**config.mk**
```make
export PLATFORM = sky130hd
export DESIGN_NAME = cross_pulse_recover
export DESIGN_NICKNAME = d
export VERILOG_FILES = /design/src/rtl/cross_pulse_recover_pkg.sv /design/src/rtl/evt_sat_counter.sv /design/src/rtl/cross_pulse_recover.sv
export SDC_FILE = /design/constraint.sdc
export NUM_CORES = 1
export LEC_CHECK = 0
export BUFFER_PORTS_ARGS = -buffer_cell sky130_fd_sc_hd__buf_2
export CORE_UTILIZATION = 30
export DETAILED_ROUTE_END_ITERATION = 10
export GPL_TIMING_DRIVEN = 0
export HOLD_SLACK_MARGIN = 0.05
export MAX_ROUTING_LAYER = met4
export PLACE_DENSITY = 0.55
export SLEW_MARGIN = 15
export SYNTH_ARGS = -nofsm -noshare
export SYNTH_HDL_FRONTEND = slang
export SYNTH_SLANG_ARGS = --single-unit
```
**constraint.sdc**
```tcl
create_clock -name clock -period 2.2 [get_ports clock]
set_input_delay 0.11 -clock clock [delete_from_list [all_inputs] [get_ports clock]]
set_output_delay 0.11 -clock clock [all_outputs]
set_load 0.01 [all_outputs]
```
**src/rtl/cross_pulse_recover_pkg.sv**
```systemverilog
// Shared FSM encoding and sizing helper for the pulse-recovery block.
package cross_pulse_recover_pkg;

    typedef enum logic [1:0] {
        ST_ARM  = 2'd0,
        ST_IDLE = 2'd1,
        ST_QUAL = 2'd2,
        ST_HOLD = 2'd3
    } state_e;

    // Bits needed to count up to min_len active samples.
    function automatic int wcnt_width(input int min_len);
        return (min_len < 1) ? 1 : $clog2(min_len + 1);
    endfunction

endpackage

```
**src/rtl/evt_sat_counter.sv**
```systemverilog
// Saturating pending-event counter with valid/ready drain and sticky overflow.
// Latency: count/valid/overflow update one cycle after inc or accepted dequeue.
module evt_sat_counter
    import cross_pulse_recover_pkg::*;
#(
    parameter int CNT_W = 4
) (
    input  logic             clock,
    input  logic             rst_n,
    input  logic             inc,
    input  logic             deq_rdy,
    input  logic             clr,
    output logic [CNT_W-1:0] count,
    output logic             valid,
    output logic             overflow
);

    localparam logic [CNT_W-1:0] CNT_MAX = '1;

    logic [CNT_W-1:0] count_q, count_d;
    logic             valid_q, valid_d;
    logic             ovf_q, ovf_d;
    logic             dec;
    logic             full;

    // A ready with nothing pending is not a dequeue.
    assign dec  = valid_q & deq_rdy;
    assign full = (count_q == CNT_MAX);

    always_comb begin
        count_d = count_q;
        ovf_d   = ovf_q;
        if (clr) begin
            ovf_d = 1'b0;
        end
        if (inc && !dec) begin
            if (full) begin
                ovf_d = 1'b1;
            end else begin
                count_d = count_q + CNT_W'(1);
            end
        end else if (!inc && dec) begin
            count_d = count_q - CNT_W'(1);
        end
        valid_d = (count_d != '0);
    end

    always_ff @(posedge clock or negedge rst_n) begin
        if (!rst_n) begin
            count_q <= '0;
            valid_q <= 1'b0;
            ovf_q   <= 1'b0;
        end else begin
            count_q <= count_d;
            valid_q <= valid_d;
            ovf_q   <= ovf_d;
        end
    end

    assign count    = count_q;
    assign valid    = valid_q;
    assign overflow = ovf_q;

endmodule

```
**src/rtl/cross_pulse_recover.sv**
```systemverilog
// Qualifies a synchronised stretched level by minimum width, emits one pulse per event, queues events.
// Latency: pulse in the cycle after the MIN_LEN-th active sample; pending follows one cycle later.
module cross_pulse_recover
    import cross_pulse_recover_pkg::*;
#(
    parameter     PHASE   = "POSITIVE",
    parameter int MIN_LEN = 3,
    parameter int CNT_W   = 4
) (
    input  logic             clock,
    input  logic             rst_n,
    input  logic             d,
    output logic             pulse,
    output logic             evt_valid,
    input  logic             evt_ready,
    output logic [CNT_W-1:0] pending,
    output logic             glitch,
    output logic             overflow,
    input  logic             clr_err
);

    localparam int WCNT_W   = wcnt_width(MIN_LEN);
    localparam bit ACT_HIGH = (PHASE == "POSITIVE");

    logic              act;
    state_e            state_q, state_d;
    logic [WCNT_W-1:0] wcnt_q, wcnt_d;
    logic              pulse_q, pulse_d;
    logic              glitch_q, glitch_d;

    assign act = ACT_HIGH ? d : ~d;

    always_comb begin
        state_d  = state_q;
        wcnt_d   = wcnt_q;
        pulse_d  = 1'b0;
        glitch_d = 1'b0;
        case (state_q)
            // A level already active when reset lifts is not a new event.
            ST_ARM: begin
                if (!act) begin
                    state_d = ST_IDLE;
                end
            end
            ST_IDLE: begin
                if (act) begin
                    if (MIN_LEN == 1) begin
                        state_d = ST_HOLD;
                        pulse_d = 1'b1;
                    end else begin
                        state_d = ST_QUAL;
                        wcnt_d  = WCNT_W'(1);
                    end
                end
            end
            ST_QUAL: begin
                if (act) begin
                    if (int'(wcnt_q) + 1 == MIN_LEN) begin
                        state_d = ST_HOLD;
                        pulse_d = 1'b1;
                        wcnt_d  = '0;
                    end else begin
                        wcnt_d = wcnt_q + WCNT_W'(1);
                    end
                end else begin
                    state_d  = ST_IDLE;
                    glitch_d = 1'b1;
                    wcnt_d   = '0;
                end
            end
            ST_HOLD: begin
                if (!act) begin
                    state_d = ST_IDLE;
                end
            end
            default: begin
                state_d = ST_ARM;
                wcnt_d  = '0;
            end
        endcase
    end

    always_ff @(posedge clock or negedge rst_n) begin
        if (!rst_n) begin
            state_q  <= ST_ARM;
            wcnt_q   <= '0;
            pulse_q  <= 1'b0;
            glitch_q <= 1'b0;
        end else begin
            state_q  <= state_d;
            wcnt_q   <= wcnt_d;
            pulse_q  <= pulse_d;
            glitch_q <= glitch_d;
        end
    end

    assign pulse  = pulse_q;
    assign glitch = glitch_q;

    evt_sat_counter #(
        .CNT_W (CNT_W)
    ) u_evt_cnt (
        .clock    (clock),
        .rst_n    (rst_n),
        .inc      (pulse_q),
        .deq_rdy  (evt_ready),
        .clr      (clr_err),
        .count    (pending),
        .valid    (evt_valid),
        .overflow (overflow)
    );

endmodule

```
* After elaboration in Yosys (flattened, before gate mapping)
Index checks and enable logic that the tools add are counted.
W data, S select, Z words.
** Cells by class
- Equal/unequal tests :: 8
- Bitwise operators :: 1
- Reductions and logical operators :: 10
- Add/subtract/negate cells :: 4
- Mux-type cells :: 20
** Operators with widths (count)
- $mux W2 :: 7
- $mux W4 :: 3
- $mux W1 :: 8
- $pmux W2 S3 :: 1
- $add A4 B1 Y4 const B :: 1
- $eq A2 B2 Y1 const B :: 2
- $eq A4 B4 Y1 const B :: 1
- $ne A2 B2 Y1 const B :: 2
- $pmux W2 S2 :: 1
- $reduce_bool A4 Y1 :: 1
- $sub A4 B1 Y4 const B :: 1
- $add A2 B1 Y3 const B :: 1
- $eq A3 B2 Y1 const B :: 1
- $ne A3 B3 Y1 const B :: 1
- $reduce_and A3 Y1 :: 1
- $add A2 B1 Y2 const B :: 1
- $eq A2 B1 Y1 const B :: 1
- $logic_and A1 B1 Y1 :: 2
- $logic_not A1 Y1 :: 2
- $logic_not A2 Y1 :: 1
- $reduce_and A2 Y1 :: 1
- $reduce_bool A2 Y1 :: 1
- $reduce_or A2 Y1 :: 1
- $and A1 B1 Y1 :: 1
** Word-level totals
- Register bits after elaboration :: 12
- Output and inout port bits :: 8
- Input bits :: 5
- Logic and storage cells :: 50

* Depth between registers and ports, before layout
Gate-level depths: netlist of the first run.
- Word-level depth :: 5
- Mapped depth :: 7
- Mapped depth without buffers :: 6

* Hierarchy
From an unflattened synthesis of the first run, not the netlist that was laid out.
** Unflattened totals
- Cells, all modules :: 67
- Area, all modules :: 676.9 um^2
** Modules (own cells, without submodules)
- evt_sat_counter :: cells each 37, area an instance 357.8 um^2, sequential area each 150.1 um^2, times used 1
- cross_pulse_recover :: cells each 30, area an instance 319.1 um^2, sequential area each 150.1 um^2, times used 1

* Least setup slack after synthesis of the first run
OpenSTA, ideal clock, no wires.
- Kind :: register to register
- From :: register u_evt_cnt.count_q[1], in the netlist u_evt_cnt.count[1]
- To :: register u_evt_cnt.valid_q, in the netlist u_evt_cnt.valid
- Clock period less this slack :: 1855 ps
- Path slack :: 345 ps
- Library setup time :: 138 ps
- Path buffers :: 0
- Data arrival time :: 1716 ps
- Data required time :: 2062 ps
- Cell stages (with the launch flop) :: 6
- Cell sequence :: dfrtp_1 -> or4_4 -> nor2_2 -> o21ai_1 -> o31a_1 -> or4_1
** Between the ends
- Word-level cells in the longest chain between the ends :: 4
- Elaborated cells between the ends (all ways) :: 7
- Those cells by class :: add/sub (2); eq/ne (1); mux (3); reduce/logical (1)
** RTL lines
- start, declared :: RTL line evt_sat_counter.sv:20 : logic [CNT_W-1:0] count_q, count_d;
- start signal, assigned :: RTL line evt_sat_counter.sv:54 : count_q <= count_d;
- $sub A4 B1 Y4, or another cell as far along :: RTL line evt_sat_counter.sv:43 : count_d = count_q - CNT_W'(1);
- $mux W4, on equally long branches :: RTL line evt_sat_counter.sv:42, evt_sat_counter.sv:37
- $mux W4 (*) :: RTL line evt_sat_counter.sv:36 : if (inc && !dec) begin
- via u_evt_cnt.count_d[3] :: RTL line evt_sat_counter.sv:20
- $reduce_bool A4 Y1 (*) :: RTL line evt_sat_counter.sv:45 : valid_d = (count_d != '0);
- via u_evt_cnt.valid_d :: RTL line evt_sat_counter.sv:21 : logic valid_q, valid_d;
- end signal, assigned :: RTL line evt_sat_counter.sv:55 : valid_q <= valid_d;
- end, declared :: RTL line evt_sat_counter.sv:21
The timed path passes the listed nets; every way through them passes the cells marked *.
A chain may end at the register's enable or synchronous reset.

* Worst setup path in the final report of the first run
Ends and elaborated chain as after synthesis.

==> flow_metrics.env, run 1 <==
export IMPL_run_status="completed"
export IMPL_layout_setup_ws_ns=0.286
export IMPL_synth_simple_gate_area_share_pct=20.4
export IMPL_die_width_um=48.8
export IMPL_drc=0
export IMPL_p_int_mw=0.624
export IMPL_cts_hold_repair_buffers=2
export IMPL_number_of_synthesized_flops_with_an_enable_pin=0
export IMPL_dominant_combinational_cell_family_by_area_after_synthesis="simple AND/OR/NAND/NOR gates"
export IMPL_seq_power_share_pct=38.5
export IMPL_level_count_of_the_clock_h_tree=1
export IMPL_grt_setup_unrepaired="no"
export IMPL_synth_net_count=80
export IMPL_grt_first_pass_wirelength_um=2150
export IMPL_core_area_mm2=0.00200
export IMPL_max_slew_worst_pin_slew_ns=0.308
export IMPL_dp_final_hpwl_um=943
export IMPL_clock_sinks=12
export IMPL_antenna_violations_before_repair=0
export IMPL_synth_top_cells_by_area="dfrtp_1 46%, ha_1 7.6%, inv_1 4.0%"
export IMPL_power_share_combinational_pct=45.2
export IMPL_critical_path_class="reg -> reg"
export IMPL_synth_compound_area_share_pct=18.7
export IMPL_clock_skew_ns=0.00140
export IMPL_fin_crit_sh_pct=87.0
export IMPL_grt_total_usage_pct=12.3
export IMPL_critPathMaxFanout=7
export IMPL_number_of_global_route_vias_before_repair=518
export IMPL_class_of_the_most_critical_hold_timing_path="in -> reg"
export IMPL_cp_delay_by_family_top="simple AND/OR/NAND/NOR gates"
export IMPL_synth_top_cell_area_share_pct=45.8
export IMPL_post_synth_top_area_cell="dfrtp_1"
export IMPL_cp_end_kind="flop"
export IMPL_synth_commonest_cells="12 x dfrtp_1, 7 x inv_1, 6 x nor2_1"
export IMPL_port_buffers=12
export IMPL_synth_distinct_cells=26
export IMPL_drive_above_1_share_pct=22.5
export IMPL_min_period_ns=1.91
export IMPL_critical_path_arrival_ns=2.05
export IMPL_synth_xor_xnor_area_share_pct=1.34
export IMPL_switching_power_mw=0.426
export IMPL_max_cap_violations=0
export IMPL_synth_adder_area_share_pct=7.63
export IMPL_switching_share_pct=40.6
export IMPL_grt_start_max_net_pins=13
export IMPL_numCtsBuffers=3
export IMPL_synth_seq_area_share_pct=45.8
export IMPL_powerDensity_mw_per_mm2=1300
export IMPL_syn_to_final_growth_pct=22.9
export IMPL_clk_latency_ns=0.27
export IMPL_yosys_most_used_dff="dfrtp_1"
export IMPL_postCtsSetupRepairBufs=0
export IMPL_fmaxAchievable_ghz=0.522
export IMPL_die_y_um=48.8
export IMPL_final_hold_violation_count=0
export IMPL_worstSetupStartpointType="flop"
export IMPL_leakage_power_summed_over_all_cells_nw=0.367
export IMPL_netlist_area_um2=656
export IMPL_synth_cells=71
export IMPL_num_rows=16
export IMPL_synth_most_common_cell="dfrtp_1"
export IMPL_critical_path_slowest_cell="or4_4"
export IMPL_ir_drop_uv=464
export IMPL_place_gp_congestion=0.702
export IMPL_synthesis_yosys_warnings=0
export IMPL_drt_pass1_iterations=5
export IMPL_worstPathBufferInverterCount=0
export IMPL_drt_wirelength_per_cell_um=10.6
export IMPL_antenna_cell_count=0
export IMPL_final_max_slew_viol_count=0
export IMPL_first_iter_violations=7
export IMPL_cp_cell_sequence="or4_4, nor2_2, o21ai_1, o31a_1, or4_1"
export IMPL_antenna_violating_nets_post_route=0
export IMPL_setup_viol=0
export IMPL_timing_setup_tns_ns=0
export IMPL_fin_hold_ws_ns=0.0886
export IMPL_initial_utilization_pct=32.8
export IMPL_timing_critical_path_slowest_cell_delay_ns=0.55
export IMPL_clock_tree_buffer_depth=2
export IMPL_top_level_ports=13
export IMPL_synth_area_mux_share_pct=1.53
export IMPL_detail_route_vias_per_cell=4.83
export IMPL_worst_path_required_time_ns=2.34
export IMPL_ys_async_sr_fraction_pct=100
export IMPL_clkPwrFrac_pct=16.3
export IMPL_clk_pin_slew_ns=0.07
export IMPL_route_vias_total=560
export IMPL_timing_slew_headroom_pct=79.4
export IMPL_tritoncts_clock_tree="built"
export IMPL_detail_route_wirelength_um=1230
export IMPL_fp_dieArea_mm2=0.00238
export IMPL_grt_ovfl_total=0
export IMPL_place_worst_setup_slack_ns=0.283
export IMPL_postSynthAreaPerCell_um2=9.23
export IMPL_cts_resized=0
export IMPL_synth_ff_latch_count=12
export IMPL_num_nets_final=99
export IMPL_root_buffer="clkbuf_4"
[cells in the final DEF (no fill, tap or decap), types with 2 or more instances in the layout]
cell	netlist	routed
dfrtp_1	12	12
buf_2	0	12
inv_1	7	7
nor2_1	6	6
nand2_1	5	5
o21ai_0	5	5
nand3_1	4	4
a21oi_1	4	4
ha_1	4	4
nor3b_1	3	3
a31oi_1	3	3
clkbuf_4	0	3
nand2b_1	2	2
o22ai_1	2	2
dlygate4sd3_1	0	2
[worst paths after layout]
kind                                              startpoint                            to  slack [ns]  depth (start not counted)
worst max-delay path            u_evt_cnt.count[1]$_DFF_PN0_     u_evt_cnt.valid$_DFF_PN0_        0.29                          5
worst min-delay path                                       d              glitch$_DFF_PN0_        0.09                          2
worst max register to register  u_evt_cnt.count[1]$_DFF_PN0_     u_evt_cnt.valid$_DFF_PN0_        0.29                          5
worst min register to register         wcnt_q[1]$_DFFE_PN0P_         wcnt_q[1]$_DFFE_PN0P_        0.50                          1
max in group asynchronous                              rst_n  u_evt_cnt.overflow$_DFF_PN0_        1.76                          2
min in group asynchronous                              rst_n        state_q[1]$_DFFE_PN0P_        0.23                          2
[flip-flops by register name, indices dropped and copies added, names as in the netlist]
name,cells
glitch,1
pulse,1
state_q,2
u_evt_cnt.count,4
u_evt_cnt.overflow,1
u_evt_cnt.valid,1
wcnt_q,2
[area by class of cell]
class | count | area (um2)
well taps | 27 | 33.8
plain buffers | 1 | 3.75
clock buffers | 4 | 36.3
flip-flops and latches | 12 | 300
repair buffers | 14 | 80.1
multi-input cells | 51 | 325
inverters | 7 | 26.3
fillers | 223 | 1200
[through the flow]
stage / instances / total power, mW / util (%) / area (um2)
after global placement: 110 / 0.873 / 37.4 / 749
after detailed placement: 110 / 0.885 / 37.4 / 749
after CTS: 116 / 1.06 / 40.3 / 806
final: 116 / 1.05 / 40.3 / 806
after global routing: 116 / 1.16 / 40.3 / 806
after floorplan: 71 / 0.742 / - / 656
[layer usage]
layer | global-route usage, % | part of all wire, % | vias up | wire (um)
li1 | - | - | 286 | -
met1 | 14.1 | 48 | 256 | 589
met2 | 19.2 | 45 | 14 | 555
met3 | 2.20 | 4.2 | 4 | 52
met4 | 8.82 | 2.7 | 0 | 33
met5 | - | 0 | - | 0
[power groups by stage]
stage / combinational [mW] / sequential, mW / clock [mW]
floorplan: 0.329 / 0.413 / 0
global placement: 0.465 / 0.407 / 0
detailed placement: 0.475 / 0.410 / 0
CTS: 0.481 / 0.405 / 0.178
global route: 0.551 / 0.420 / 0.185
finish: 0.474 / 0.404 / 0.171
[kinds of logic after synthesis]
kind of cell,after synthesis
compound gates,20
fa+ha+maj,4
buf+inv,8
mux,1
simple gates,25
flops,12
xor+xnor,1
[worst reg2reg max path, cell delays in order, from the launching register on]
cell     delay (ns)
dfrtp_1        0.45
or4_4          0.56
nor2_2         0.11
o21ai_1        0.08
o31a_1         0.12
or4_1          0.47
Power figures use the tool's default switching activity.
==> run 2: changes to the inputs <==
Settings changed: CAP_MARGIN from default to 25, PLACE_DENSITY 0.55 to 0.56.
Clock period 2.2 ns to 1.55 ns, I/O delays scaled along.
==> flow_metrics.env, run 2 (synthesized netlist as in run 1, its figures left out) <==
export IMPL_run_status="finished with violations"
export IMPL_violations="setup timing"
export IMPL_clock_skew_ns=0.00173
export IMPL_topRoutingLayerUsed="met4"
export IMPL_timing_critical_path_slowest_cell_delay_ns=0.53
export IMPL_place_detailed_instances=110
export IMPL_leakage_power_summed_over_all_cells_nw=0.382
export IMPL_drt_wirelength_per_cell_um=10.6
export IMPL_post_route_cell_area_um2=861
export IMPL_max_cap_violations=0
export IMPL_port_buffers=12
export IMPL_worstPathBufferInverterCount=0
export IMPL_core_area_mm2=0.00200
export IMPL_layout_cells_most_common_list="12 x buf_2, 8 x dfrtp_1, 7 x inv_1, 6 x nor2_1"
export IMPL_min_period_ns=1.79
export IMPL_powerDensity_mw_per_mm2=1840
export IMPL_met3WireLength_um=41
export IMPL_final_max_slew_viol_count=0
export IMPL_grt_start_max_net_pins=13
export IMPL_final_hold_violation_count=0
export IMPL_syn_to_final_growth_pct=31.3
export IMPL_antenna_cell_count=0
export IMPL_layout_setup_ws_ns=-0.236
export IMPL_critPathMaxFanout=5
export IMPL_numCtsBuffers=3
export IMPL_min_delay_start="evt_ready"
export IMPL_most_common_cell_after_layout_fill_and_taps_aside="buf_2"
export IMPL_fp_dieArea_mm2=0.00238
export IMPL_class_of_the_most_critical_hold_timing_path="in -> reg"
export IMPL_critical_r2r_capture="u_evt_cnt.valid$_DFF_PN0_"
export IMPL_min_path_cells=3
export IMPL_root_buffer="clkbuf_4"
export IMPL_detail_route_vias_per_cell=4.60
export IMPL_worstSetupStartpointType="flop"
export IMPL_drc=0
export IMPL_grt_setup_unrepaired="yes"
export IMPL_clock_tree_buffer_depth=2
export IMPL_route_vias_total=552
export IMPL_max_ffs_per_register=4
export IMPL_routed_wl_met2_um=585
export IMPL_multiInputGateArea_um2=343
export IMPL_clk_latency_ns=0.26
export IMPL_sequential_cell_area_um2=305
export IMPL_cp_delay_by_family_top="simple AND/OR/NAND/NOR gates"
export IMPL_drive_above_1_share_pct=32.3
export IMPL_place_worst_setup_slack_ns=-0.325
export IMPL_top_level_ports=13
export IMPL_critical_path_slowest_cell="or4_4"
export IMPL_fin_total_pwr_mw=1.58
export IMPL_routedLengthMet1_um=627
export IMPL_grt_ovfl_total=0
export IMPL_r2r_slack_ns=-0.24
export IMPL_cp_end_kind="flop"
export IMPL_setup_viol=1
export IMPL_die_y_um=48.8
export IMPL_placed_cell_area_um2=753
export IMPL_worst_path_required_time_ns=1.68
export IMPL_detail_route_wirelength_um=1270
export IMPL_dp_final_hpwl_um=956
export IMPL_instances_no_fill=120
export IMPL_grt_first_pass_wirelength_um=2260
export IMPL_num_nets_final=103
export IMPL_level_count_of_the_clock_h_tree=1
export IMPL_initial_utilization_pct=32.8
export IMPL_num_rows=16
export IMPL_place_gp_congestion=0.676
export IMPL_first_iter_violations=5
export IMPL_crit_reg2reg_launch="u_evt_cnt.count[0]$_DFF_PN0_"
export IMPL_n_fill_cell=205
export IMPL_min_delay_worst_endpoint="u_evt_cnt.overflow$_DFF_PN0_"
export IMPL_antenna_violations_before_repair=0
export IMPL_grt_total_usage_pct=12.7
export IMPL_tritoncts_clock_tree="built"
export IMPL_drt_pass1_iterations=3
export IMPL_fin_crit_sh_pct=115
export IMPL_max_slew_worst_pin_slew_ns=0.298
export IMPL_fmaxAchievable_ghz=0.560
export IMPL_timing_slew_headroom_pct=80.1
export IMPL_antenna_violating_nets_post_route=0
export IMPL_logic_depth_of_the_worst_register_to_register_path=5
export IMPL_ir_drop_uv=709
export IMPL_clock_sinks=12
export IMPL_die_width_um=48.8
export IMPL_critical_path_arrival_ns=1.92
export IMPL_number_of_global_route_vias_before_repair=513
export IMPL_clk_pin_slew_ns=0.07
export IMPL_cp_cell_sequence="or4_4, nor2_4, o21ai_1, o31a_1, or4_1"
export IMPL_critical_path_class="reg -> reg"
## run 2: stage by stage
| stage | utilization, % | hold slack [ns] | TNS, ns |
|---|---|---|---|
| 5_1_grt | 43.0 | 0.225 | -0.299 |
| 4_1_cts | 42.8 | 0.183 | -0.252 |
| 3_3_place_gp | 37.6 | -0.0266 | -0.286 |
| 2_1_floorplan | - | -0.218 | -0.222 |
| 3_5_place_dp | 37.6 | -0.0360 | -0.325 |
| 6_report | 43.0 | 0.188 | -0.236 |
## run 2: worst register-to-register path: stages (launching register included)
cell and delay [ns]:
dfrtp_2 0.44, or4_4 0.53, nor2_4 0.10, o21ai_1 0.06, o31a_1 0.12, or4_1 0.40
## run 2: routing by layer
layer / track usage [%] / up-vias
met5: - / -
met4: 7.35 / 0
met3: 2.20 / 2
met2: 20.1 / 10
met1: 15.1 / 243
li1: - / 297
## run 2: worst max path at each step
stage	from	slack [ns]	end	depth (start not counted)
final	u_evt_cnt.count[0]$_DFF_PN0_	-0.24	u_evt_cnt.valid$_DFF_PN0_	5
after global routing	u_evt_cnt.count[0]$_DFF_PN0_	-0.30	u_evt_cnt.valid$_DFF_PN0_	5
after CTS	u_evt_cnt.count[0]$_DFF_PN0_	-0.25	u_evt_cnt.valid$_DFF_PN0_	5
after detailed placement	u_evt_cnt.count[0]$_DFF_PN0_	-0.33	u_evt_cnt.valid$_DFF_PN0_	6
after global placement	u_evt_cnt.count[0]$_DFF_PN0_	-0.29	u_evt_cnt.valid$_DFF_PN0_	6
after floorplan	u_evt_cnt.count[2]$_DFF_PN0_	-0.22	u_evt_cnt.valid$_DFF_PN0_	5
## run 2: area by class of cell
type                       instances  area share (%)
multi-input combinational         51            39.8
sequential                        12            35.5
timing repair buffer              18            13.1
clock buffer                       4            4.22
tap                               27            3.92
inverter                           7            3.05
buffer                             1           0.436
## run 2: power by group
group / internal, mW / switching, mW
clock network: 0.143 / 0.0929
registers: 0.443 / 0.126
logic: 0.365 / 0.412
## run 2: what timing repair did
action / CTS / global route
pin swaps: 1 / 0
setup endpoints to repair: 1 / 1
hold buffers: 3 / 0
setup buffers: 3 / 0
hold endpoints to repair: 14 / 0
gates resized for setup: 4 / 1
gates cloned: 0 / 0
==> run 3: changes to the inputs <==
Settings changed: PLACE_DENSITY 0.56 to 0.57.
==> flow_metrics.env, run 3 (synthesized netlist as in run 1, its figures left out) <==
export IMPL_run_status="finished with violations"
export IMPL_violations="setup timing"
export IMPL_critPathMaxFanout=6
export IMPL_critical_path_class="reg -> reg"
export IMPL_antenna_cell_count=0
export IMPL_sequential_cell_area_um2=305
export IMPL_top_level_ports=13
export IMPL_drive_above_1_share_pct=32.6
export IMPL_number_of_global_route_vias_before_repair=545
export IMPL_grt_start_max_net_pins=13
export IMPL_worstSetupStartpointType="flop"
export IMPL_max_cap_violations=0
export IMPL_timing_setup_tns_ns=-0.248
export IMPL_most_common_cell_after_layout_fill_and_taps_aside="buf_2"
export IMPL_route_vias_total=574
export IMPL_detail_route_wirelength_um=1310
export IMPL_clkPwrFrac_pct=12.2
export IMPL_worstPathBufferInverterCount=0
export IMPL_cp_end_kind="flop"
export IMPL_fin_hold_ws_ns=0.0675
export IMPL_r2r_slack_ns=-0.25
export IMPL_fin_crit_sh_pct=116
export IMPL_critical_path_slowest_cell="or4_4"
export IMPL_critical_r2r_capture="u_evt_cnt.valid$_DFF_PN0_"
export IMPL_fp_dieArea_mm2=0.00238
export IMPL_min_period_ns=1.80
export IMPL_min_delay_worst_endpoint="glitch$_DFF_PN0_"
export IMPL_class_of_the_most_critical_hold_timing_path="in -> reg"
export IMPL_post_route_cell_area_um2=852
export IMPL_fin_total_pwr_mw=1.55
export IMPL_min_path_cells=2
export IMPL_switching_power_mw=0.642
export IMPL_level_count_of_the_clock_h_tree=1
export IMPL_drc=0
export IMPL_clk_latency_ns=0.26
export IMPL_worst_path_required_time_ns=1.68
export IMPL_max_slew_worst_pin_slew_ns=0.267
export IMPL_initial_utilization_pct=32.8
export IMPL_n_fill_cell=224
export IMPL_port_buffers=12
export IMPL_die_y_um=48.8
export IMPL_core_area_mm2=0.00200
export IMPL_setup_viol=1
export IMPL_detail_route_vias_per_cell=4.82
export IMPL_syn_to_final_growth_pct=30.0
export IMPL_final_max_slew_viol_count=0
export IMPL_timing_critical_path_slowest_cell_delay_ns=0.53
export IMPL_layout_core_utilization_pct=42.6
export IMPL_place_detailed_instances=110
export IMPL_layout_cells_most_common_list="12 x buf_2, 8 x dfrtp_1, 7 x inv_1, 6 x nor2_1"
export IMPL_clock_sinks=12
export IMPL_tritoncts_clock_tree="built"
export IMPL_logic_depth_of_the_worst_register_to_register_path=5
export IMPL_crit_reg2reg_launch="u_evt_cnt.count[0]$_DFF_PN0_"
export IMPL_numCtsBuffers=3
export IMPL_grt_first_pass_wirelength_um=2310
export IMPL_ir_drop_uv=769
export IMPL_first_iter_violations=7
export IMPL_clk_pin_slew_ns=0.07
export IMPL_cp_delay_by_family_top="simple AND/OR/NAND/NOR gates"
export IMPL_clock_tree_buffer_depth=2
export IMPL_switching_share_pct=41.3
export IMPL_antenna_violating_nets_post_route=0
export IMPL_grt_total_usage_pct=13.0
export IMPL_leakage_power_summed_over_all_cells_nw=0.377
export IMPL_root_buffer="clkbuf_4"
export IMPL_min_delay_start="d"
export IMPL_placed_cell_area_um2=753
export IMPL_grt_setup_unrepaired="yes"
export IMPL_final_hold_violation_count=0
export IMPL_fmaxAchievable_ghz=0.556
export IMPL_cp_cell_sequence="or4_4, nor2_4, o21ai_1, o31a_1, or4_1"
export IMPL_powerDensity_mw_per_mm2=1820
export IMPL_num_nets_final=102
export IMPL_instances_no_fill=119
export IMPL_critical_path_arrival_ns=1.93
export IMPL_place_worst_setup_slack_ns=-0.309
export IMPL_grt_ovfl_total=0
export IMPL_p_int_mw=0.913
export IMPL_dp_final_hpwl_um=957
export IMPL_max_ffs_per_register=4
export IMPL_num_rows=16
export IMPL_power_share_combinational_pct=50.7
export IMPL_timing_slew_headroom_pct=82.2
export IMPL_layout_setup_ws_ns=-0.248
export IMPL_multiInputGateArea_um2=350
export IMPL_place_gp_congestion=0.687
export IMPL_drt_pass1_iterations=4
export IMPL_die_width_um=48.8
export IMPL_seq_power_share_pct=37.1
export IMPL_antenna_violations_before_repair=0
export IMPL_drt_wirelength_per_cell_um=11.0
export IMPL_clock_skew_ns=0.00586
run 3: worst max path at each step:
stage | endpoint | cells after the start | startpoint
4_1_cts | u_evt_cnt.valid$_DFF_PN0_ | 5 | u_evt_cnt.count[0]$_DFF_PN0_
5_1_grt | u_evt_cnt.valid$_DFF_PN0_ | 5 | u_evt_cnt.count[0]$_DFF_PN0_
2_1_floorplan | u_evt_cnt.valid$_DFF_PN0_ | 5 | u_evt_cnt.count[2]$_DFF_PN0_
3_3_place_gp | u_evt_cnt.valid$_DFF_PN0_ | 6 | u_evt_cnt.count[0]$_DFF_PN0_
6_report | u_evt_cnt.valid$_DFF_PN0_ | 5 | u_evt_cnt.count[0]$_DFF_PN0_
3_5_place_dp | u_evt_cnt.valid$_DFF_PN0_ | 6 | u_evt_cnt.count[0]$_DFF_PN0_
run 3: per-layer routing:
layer | share of wire (%) | track usage (%) | routed length, um
met2 | 49 | 20.6 | 642
met1 | 47 | 15.9 | 616
met5 | 0 | - | 0
met3 | 2.7 | 1.89 | 35
met4 | 0.84 | 7.35 | 11
run 3: cell type report:
class | count | area share [%]
clock buffers | 4 | 3.08
flip-flops and latches | 12 | 35.8
inverters | 7 | 3.08
well taps | 27 | 3.96
multi-input cells | 51 | 41.1
repair buffers | 18 | 12.9
run 3: timing repair:
| item | in CTS | in global routing |
|---|---|---|
| hold endpoints to repair | 13 | 0 |
| pin swaps | 1 | 0 |
| setup endpoints to repair | 1 | 2 |
| setup buffers | 2 | 2 |
| hold buffers | 2 | 0 |
| resized for setup | 3 | 3 |
run 3: power by group through the flow:
| stage | Sequential [mW] | Combinational (mW) | Clock (mW) |
|---|---|---|---|
| global placement | 0.585 | 0.659 | 0 |
| detailed placement | 0.592 | 0.678 | 0 |
| CTS | 0.573 | 0.754 | 0.201 |
| global route | 0.590 | 0.899 | 0.219 |
| floorplan | 0.594 | 0.468 | 0 |
| finish | 0.577 | 0.789 | 0.189 |
